`src/rtl/deshifr_walk.sv`:
```
// deshifr_walk: rate-limited binary-to-one-hot decoder; a button press captures a
//   target code and the one-hot output walks one position per prescaler tick.
// Latency: capture visible 1 cycle after the btn rising edge; first step 1..TICK_DIV
//   cycles later, then one step every TICK_DIV cycles.
// Backpressure: none; presses during a walk are dropped, not queued.
// Ports:
//   clk   - system clock, rising edge
//   clr   - synchronous active-low reset
//   in    - 8-bit target position code
//   btn   - load request (level; rising edge acts)
//   out   - registered one-hot position (W_OUT bits)
//   pos   - binary position currently shown on out
//   busy  - walk in progress
//   err   - last captured code was out of range (>= W_OUT)
module deshifr_walk #(
  parameter int TICK_DIV = 100000000,
  parameter int W_OUT    = 16,
  localparam int PW      = (W_OUT > 1) ? $clog2(W_OUT) : 1
) (
  input  logic             clk,
  input  logic             clr,
  input  logic [7:0]       in,
  input  logic             btn,
  output logic [W_OUT-1:0] out,
  output logic [PW-1:0]    pos,
  output logic             busy,
  output logic             err
);

  typedef enum logic [1:0] {
    S_IDLE = 2'd0,
    S_MOVE = 2'd1,
    S_ERR  = 2'd2
  } state_t;

  localparam logic [31:0]      TICK_LAST = 32'(TICK_DIV - 1);
  localparam logic [W_OUT-1:0] ONE_HOT0  = W_OUT'(1);

  state_t           r_state;
  logic [31:0]      r_cnt;
  logic             r_btn_q;
  logic [PW-1:0]    r_pos;
  logic [PW-1:0]    r_tgt;
  logic             r_busy;
  logic             r_err;
  logic [W_OUT-1:0] r_out;

  state_t           w_state_nxt;
  logic [PW-1:0]    w_pos_nxt;
  logic [PW-1:0]    w_tgt_nxt;
  logic             w_busy_nxt;
  logic             w_err_nxt;
  logic [W_OUT-1:0] w_out_nxt;
  logic             w_rise;
  logic             w_tick;
  logic [8:0]       w_in9;
  logic             w_bad;
  logic             w_same;

  // Range and equality checks are done at 9 bits so codes >= W_OUT never alias.
  assign w_rise = btn & ~r_btn_q;
  assign w_tick = (r_cnt == TICK_LAST);
  assign w_in9  = {1'b0, in};
  assign w_bad  = (w_in9 >= 9'(W_OUT));
  assign w_same = (w_in9 == 9'(r_pos));

  always_comb begin
    w_state_nxt = r_state;
    w_pos_nxt   = r_pos;
    w_tgt_nxt   = r_tgt;
    w_busy_nxt  = r_busy;
    w_err_nxt   = r_err;
    case (r_state)
      S_IDLE, S_ERR: begin
        // A tick coinciding with the capture edge does not step; the walk
        // starts on the next tick.
        if (w_rise) begin
          if (w_bad) begin
            w_err_nxt   = 1'b1;
            w_state_nxt = S_ERR;
          end else if (w_same) begin
            w_err_nxt   = 1'b0;
            w_state_nxt = S_IDLE;
          end else begin
            w_tgt_nxt   = in[PW-1:0];
            w_err_nxt   = 1'b0;
            w_busy_nxt  = 1'b1;
            w_state_nxt = S_MOVE;
          end
        end
      end
      S_MOVE: begin
        if (w_tick) begin
          if (r_tgt > r_pos) begin
            w_pos_nxt = r_pos + PW'(1);
          end else if (r_tgt < r_pos) begin
            w_pos_nxt = r_pos - PW'(1);
          end
          // busy drops on the same edge that lands the final position.
          if (w_pos_nxt == r_tgt) begin
            w_busy_nxt  = 1'b0;
            w_state_nxt = S_IDLE;
          end
        end
      end
      default: begin
        w_state_nxt = S_IDLE;
        w_busy_nxt  = 1'b0;
      end
    endcase
    w_out_nxt = ONE_HOT0 << w_pos_nxt;
  end

  always_ff @(posedge clk) begin
    if (!clr) begin
      r_state <= S_IDLE;
      r_cnt   <= '0;
      r_btn_q <= 1'b1;  // a btn held high through reset yields no edge
      r_pos   <= '0;
      r_tgt   <= '0;
      r_busy  <= 1'b0;
      r_err   <= 1'b0;
      r_out   <= ONE_HOT0;
    end else begin
      r_state <= w_state_nxt;
      r_cnt   <= w_tick ? 32'd0 : r_cnt + 32'd1;
      r_btn_q <= btn;
      r_pos   <= w_pos_nxt;
      r_tgt   <= w_tgt_nxt;
      r_busy  <= w_busy_nxt;
      r_err   <= w_err_nxt;
      r_out   <= w_out_nxt;
    end
  end

  assign out  = r_out;
  assign pos  = r_pos;
  assign busy = r_busy;
  assign err  = r_err;

endmodule

```
`config.mk`:
```
export PLATFORM = sky130hd
export DESIGN_NAME = deshifr_walk
export DESIGN_NICKNAME = d
export VERILOG_FILES = /design/src/rtl/deshifr_walk.sv
export SDC_FILE = /design/constraint.sdc
export NUM_CORES = 1
export LEC_CHECK = 0
export CAP_MARGIN = 20
export CORE_MARGIN = 5
export CORE_UTILIZATION = 30
export DETAILED_ROUTE_END_ITERATION = 8
export HOLD_SLACK_MARGIN = 0.02
export SLEW_MARGIN = 20
export SYNTH_ARGS = -nofsm -noshare
export SYNTH_HDL_FRONTEND = slang
export SYNTH_SLANG_ARGS = --single-unit
```
`constraint.sdc`:
```
create_clock -name clk -period 2.25 [get_ports clk]
set_input_delay 0.3375 -clock clk [delete_from_list [all_inputs] [get_ports clk]]
set_output_delay 0.3375 -clock clk [all_outputs]
set_load 0.1 [all_outputs]
```
==> parameters.txt <==
Parameter                              Value

Outcome
  Run status    finished clean

Timing
  Slew at the pin with the worst max-slew slack    a little under 0.5 ns
  Worst setup skew after layout    0.009718 ns
  Setup-violating endpoint count in the final report    0
  Final Cycle Share    0.9935
  Setup repair after global routing missed its margin    true
  Number of hold violations in the final report    0
  Min cycle time layout    2.235 ns
  Max Clk Rate    ~0.45 GHz
  Worst slack on hold paths    0.4885 ns
  Worst-case headroom to the max-slew limit    0.6696
  Max-slew violations    0

Clock tree
  TritonCTS clock tree    done
  Htree depth    3
  Maximum buffer depth of the clock tree    2
  Num CTS Buffers    9
  Number of clock sinks seen by CTS    61
  Worst-path clk slew    0.07 ns
  Clk Latency, worst-skew pair    approximately 0.33 ns
  Root Driver    sky130_fd_sc_hd__clkbuf_8

Worst setup path
  Required time of the critical path    2.47 ns
  Largest fanout on the critical path    5
  Startpoint kind of the worst setup timing path    register
  Class of the most critical setup path    reg2reg
  WP data arrival    2.45 ns
  CP Capture Type    register

Synthesis
  Sequential area share after synthesis    0.4416
  Mapped Nets    ~330
  Synth cell types    37
  Synthesized area per cell    between 8 and 9 um2
  Number of instances in the synthesized netlist    313
  Register bit count reported by yosys    between 60 and 70
  Share of flip-flops with an asynchronous set or reset after synthesis    0
  Top FF cell, synth    sky130_fd_sc_hd__dfxtp_1
  Yosys synthesis warning count    0
  Netlist area before placement    about 2800 um2
  Count of flip-flops with a built-in enable after synthesis    0

Cells and area
  Fill cells    908
  Net count reported at finish    410
  Area growth from synthesis to layout    41.99%
  Share of layout cells above drive strength 1    0.3249
  Ant diodes    0
  Area of all placed cells without fillers    3926 um2

Power
  Total net switching power    0.4780 mW
  Highest ir drop seen on vdd    285.4 uV
  Proportion of power drawn by the clock network    0.462
  PD cells    roughly 550 nW/um2
  Switching share of power    0.2204
  Internal Power    1.691 mW
  Combinational power share    0.037
  Standby leakage power    1.553 nW
  Reg power frac    0.502

Floorplanning
  Core area    between 9000 and 10000 um2
  Die Y-Extent    about 110 um
  Die area    between 10000 and 15000 um2
  Effective utilization at floorplan    0.3036
  Number of rows created at floorplan    35
  Die W    106.0 um
  Ports placed on the boundary    33

Route
  Routed length per placed instance    roughly 12 um
  Number of vias per cell after detailed routing    ~4.7
  Drc violations    0
  Post-DRT Antenna Nets    0
  DRT Wirelength    6272 um
  Vias    2367
  Number of design-rule violations left by the first detailed-router iteration    97
  Number of detailed-routing iterations run before antenna repair    4

Global routing
  Via count of the first global-routing pass    between 2000 and 2500
  Antenna violations before repair    0
  Global-route total usage across every layer    0.1194
  Wire length of the first global-routing pass    10850 um
  Maximum number of pins on one net before global-route repair    33
  Total global routing overflow    0

Place
  Placement-stage cell area    3535 um2
  Post-DP HPWL    4747 um
  Port Buffers    32
  Final estimated routing congestion in global placement    around 0.83

Hold path
  Class of the tightest hold or removal check    reg2reg

Run
  Number of violations of the max-capacitance limit    0
critical path, cell delays in order, from the launching register on:
cell and delay, ns:
sky130_fd_sc_hd__dfxtp_1 0.33, sky130_fd_sc_hd__buf_4 0.16, sky130_fd_sc_hd__nor4b_1 0.44, sky130_fd_sc_hd__nand4_1 0.18, sky130_fd_sc_hd__or4_1 0.55, sky130_fd_sc_hd__nor4_2 0.35
sky130_fd_sc_hd__a21oi_1 0.12
power groups by stage:
stage          clock (mW)  combinational, mW  sequential, mW
2_1_floorplan           0             0.0320            1.12
3_3_place_gp            0             0.0773            1.11
3_5_place_dp            0             0.0784            1.11
4_1_cts              1.04             0.0786            1.09
5_1_grt              1.09             0.0874            1.09
6_report             1.00             0.0795            1.09
synthesized netlist by cell type (3+ instances only):
library cell / instances / area [um2]
sky130_fd_sc_hd__inv_1: 13 / 48.80
sky130_fd_sc_hd__buf_2: 3 / 15.01
sky130_fd_sc_hd__o21ai_0: 8 / 40.04
sky130_fd_sc_hd__nand4_1: 9 / 56.30
sky130_fd_sc_hd__nand3_1: 16 / 80.08
sky130_fd_sc_hd__nor4b_1: 3 / 26.28
sky130_fd_sc_hd__xor2_1: 18 / 157.7
sky130_fd_sc_hd__nor2_1: 53 / 198.9
sky130_fd_sc_hd__xnor2_1: 20 / 175.2
sky130_fd_sc_hd__and2_1: 4 / 25.02
sky130_fd_sc_hd__nor3_1: 10 / 50.05
sky130_fd_sc_hd__ha_1: 7 / 87.58
sky130_fd_sc_hd__nand2b_1: 4 / 25.02
sky130_fd_sc_hd__mux2i_1: 6 / 60.06
sky130_fd_sc_hd__nor4_1: 8 / 50.05
sky130_fd_sc_hd__or3_1: 6 / 37.54
sky130_fd_sc_hd__dfxtp_1: 61 / 1221
sky130_fd_sc_hd__nand2_1: 20 / 75.07
sky130_fd_sc_hd__clkbuf_1: 6 / 22.52
sky130_fd_sc_hd__a21oi_1: 10 / 50.05
sky130_fd_sc_hd__and3_1: 7 / 43.79
cell type report:
class / instances / area, um2 / share of cell area
flip-flops and latches: 61 / 1237 / 0.3152
multi-input cells: 230 / 1659 / 0.4226
inverters: 13 / 53.80 / 0.01370
well taps: 111 / 138.9 / 0.03537
clock inverters: 5 / 58.81 / 0.01498
repair buffers: 77 / 626.9 / 0.1597
clock buffers: 11 / 151.4 / 0.03856
worst paths after layout:
path,startpoint,endpoint,slack (ns),cells past startpoint
setup / recovery,r_cnt[17],busy,0.01,6
hold / removal,r_cnt[22],r_cnt[22],0.49,2
setup reg to reg,r_cnt[17],busy,0.01,6
hold reg to reg,r_cnt[22],r_cnt[22],0.49,2
metrics by stage:
| stage | util | power, mW | cells | setup TNS, ns | worst slack [ns] |
|---|---|---|---|---|---|
| after floorplan | - | 1.152 | 313 | -0.4992 | -0.1388 |
| after global placement | 0.3880 | 1.189 | 489 | -0.4248 | -0.09168 |
| after detailed placement | 0.3880 | 1.191 | 489 | -0.2615 | -0.06627 |
| after CTS | 0.4137 | 2.204 | 505 | 0 | 0.002998 |
| after global routing | 0.4310 | 2.268 | 508 | -1.382 | -0.1380 |
| final | 0.4310 | 2.169 | 508 | 0 | 0.01454 |
cell usage in the layout (no fill, tap or decap), drive strengths merged, types with 4 or more instances in the layout:
master / Yosys / final
nand2: 20 / 20
dfxtp: 61 / 61
nor4: 8 / 8
mux2i: 6 / 6
clkdlybuf4s50: 0 / 10
nor3: 11 / 11
inv: 13 / 13
xnor2: 22 / 22
xor2: 18 / 18
and2: 4 / 4
clkbuf: 6 / 11
nand2b: 4 / 4
nor4b: 4 / 4
o21ai: 9 / 9
buf: 3 / 67
or3: 6 / 6
nand4: 9 / 9
nand3: 16 / 16
and3: 7 / 7
ha: 7 / 7
a21oi: 11 / 11
nor2: 53 / 53
layer usage:
metal	GRT usage	routed length [um]
met1	0.1418	2855
met2	0.2022	3022
met3	0.03886	328
met4	0.04163	66
met5	0	0
cell families (layout without fill, tap and decap cells):
family / after synthesis / after routing / share of synthesized area
AO/OA/AOI/OAI: 26 / 26 / 0.05973
XOR/XNOR: 40 / 40 / 0.1362
adder cells (fa/ha/maj): 7 / 7 / 0.03167
buffers and inverters: 22 / 106 / 0.03122
flip-flops: 61 / 61 / 0.4416
multiplexers: 6 / 6 / 0.02172
AND/OR/NAND/NOR: 151 / 151 / 0.2778
repair_timing:
action                     in CTS  in global routing
hold buffers                    0                  0
resized for setup               4                 29
setup buffers                   0                  3
setup endpoints to repair      10                 18
pin swaps                       2                 18
cloned                          0                  0
registers in the layout, summed over array words and instances, names as in the netlist:
signal / flops
busy: 1
r_btn_q: 1
r_cnt: 32
r_state: 2
err: 1
pos: 4
out: 16
r_tgt: 4
(Power assumes the default switching activity.)
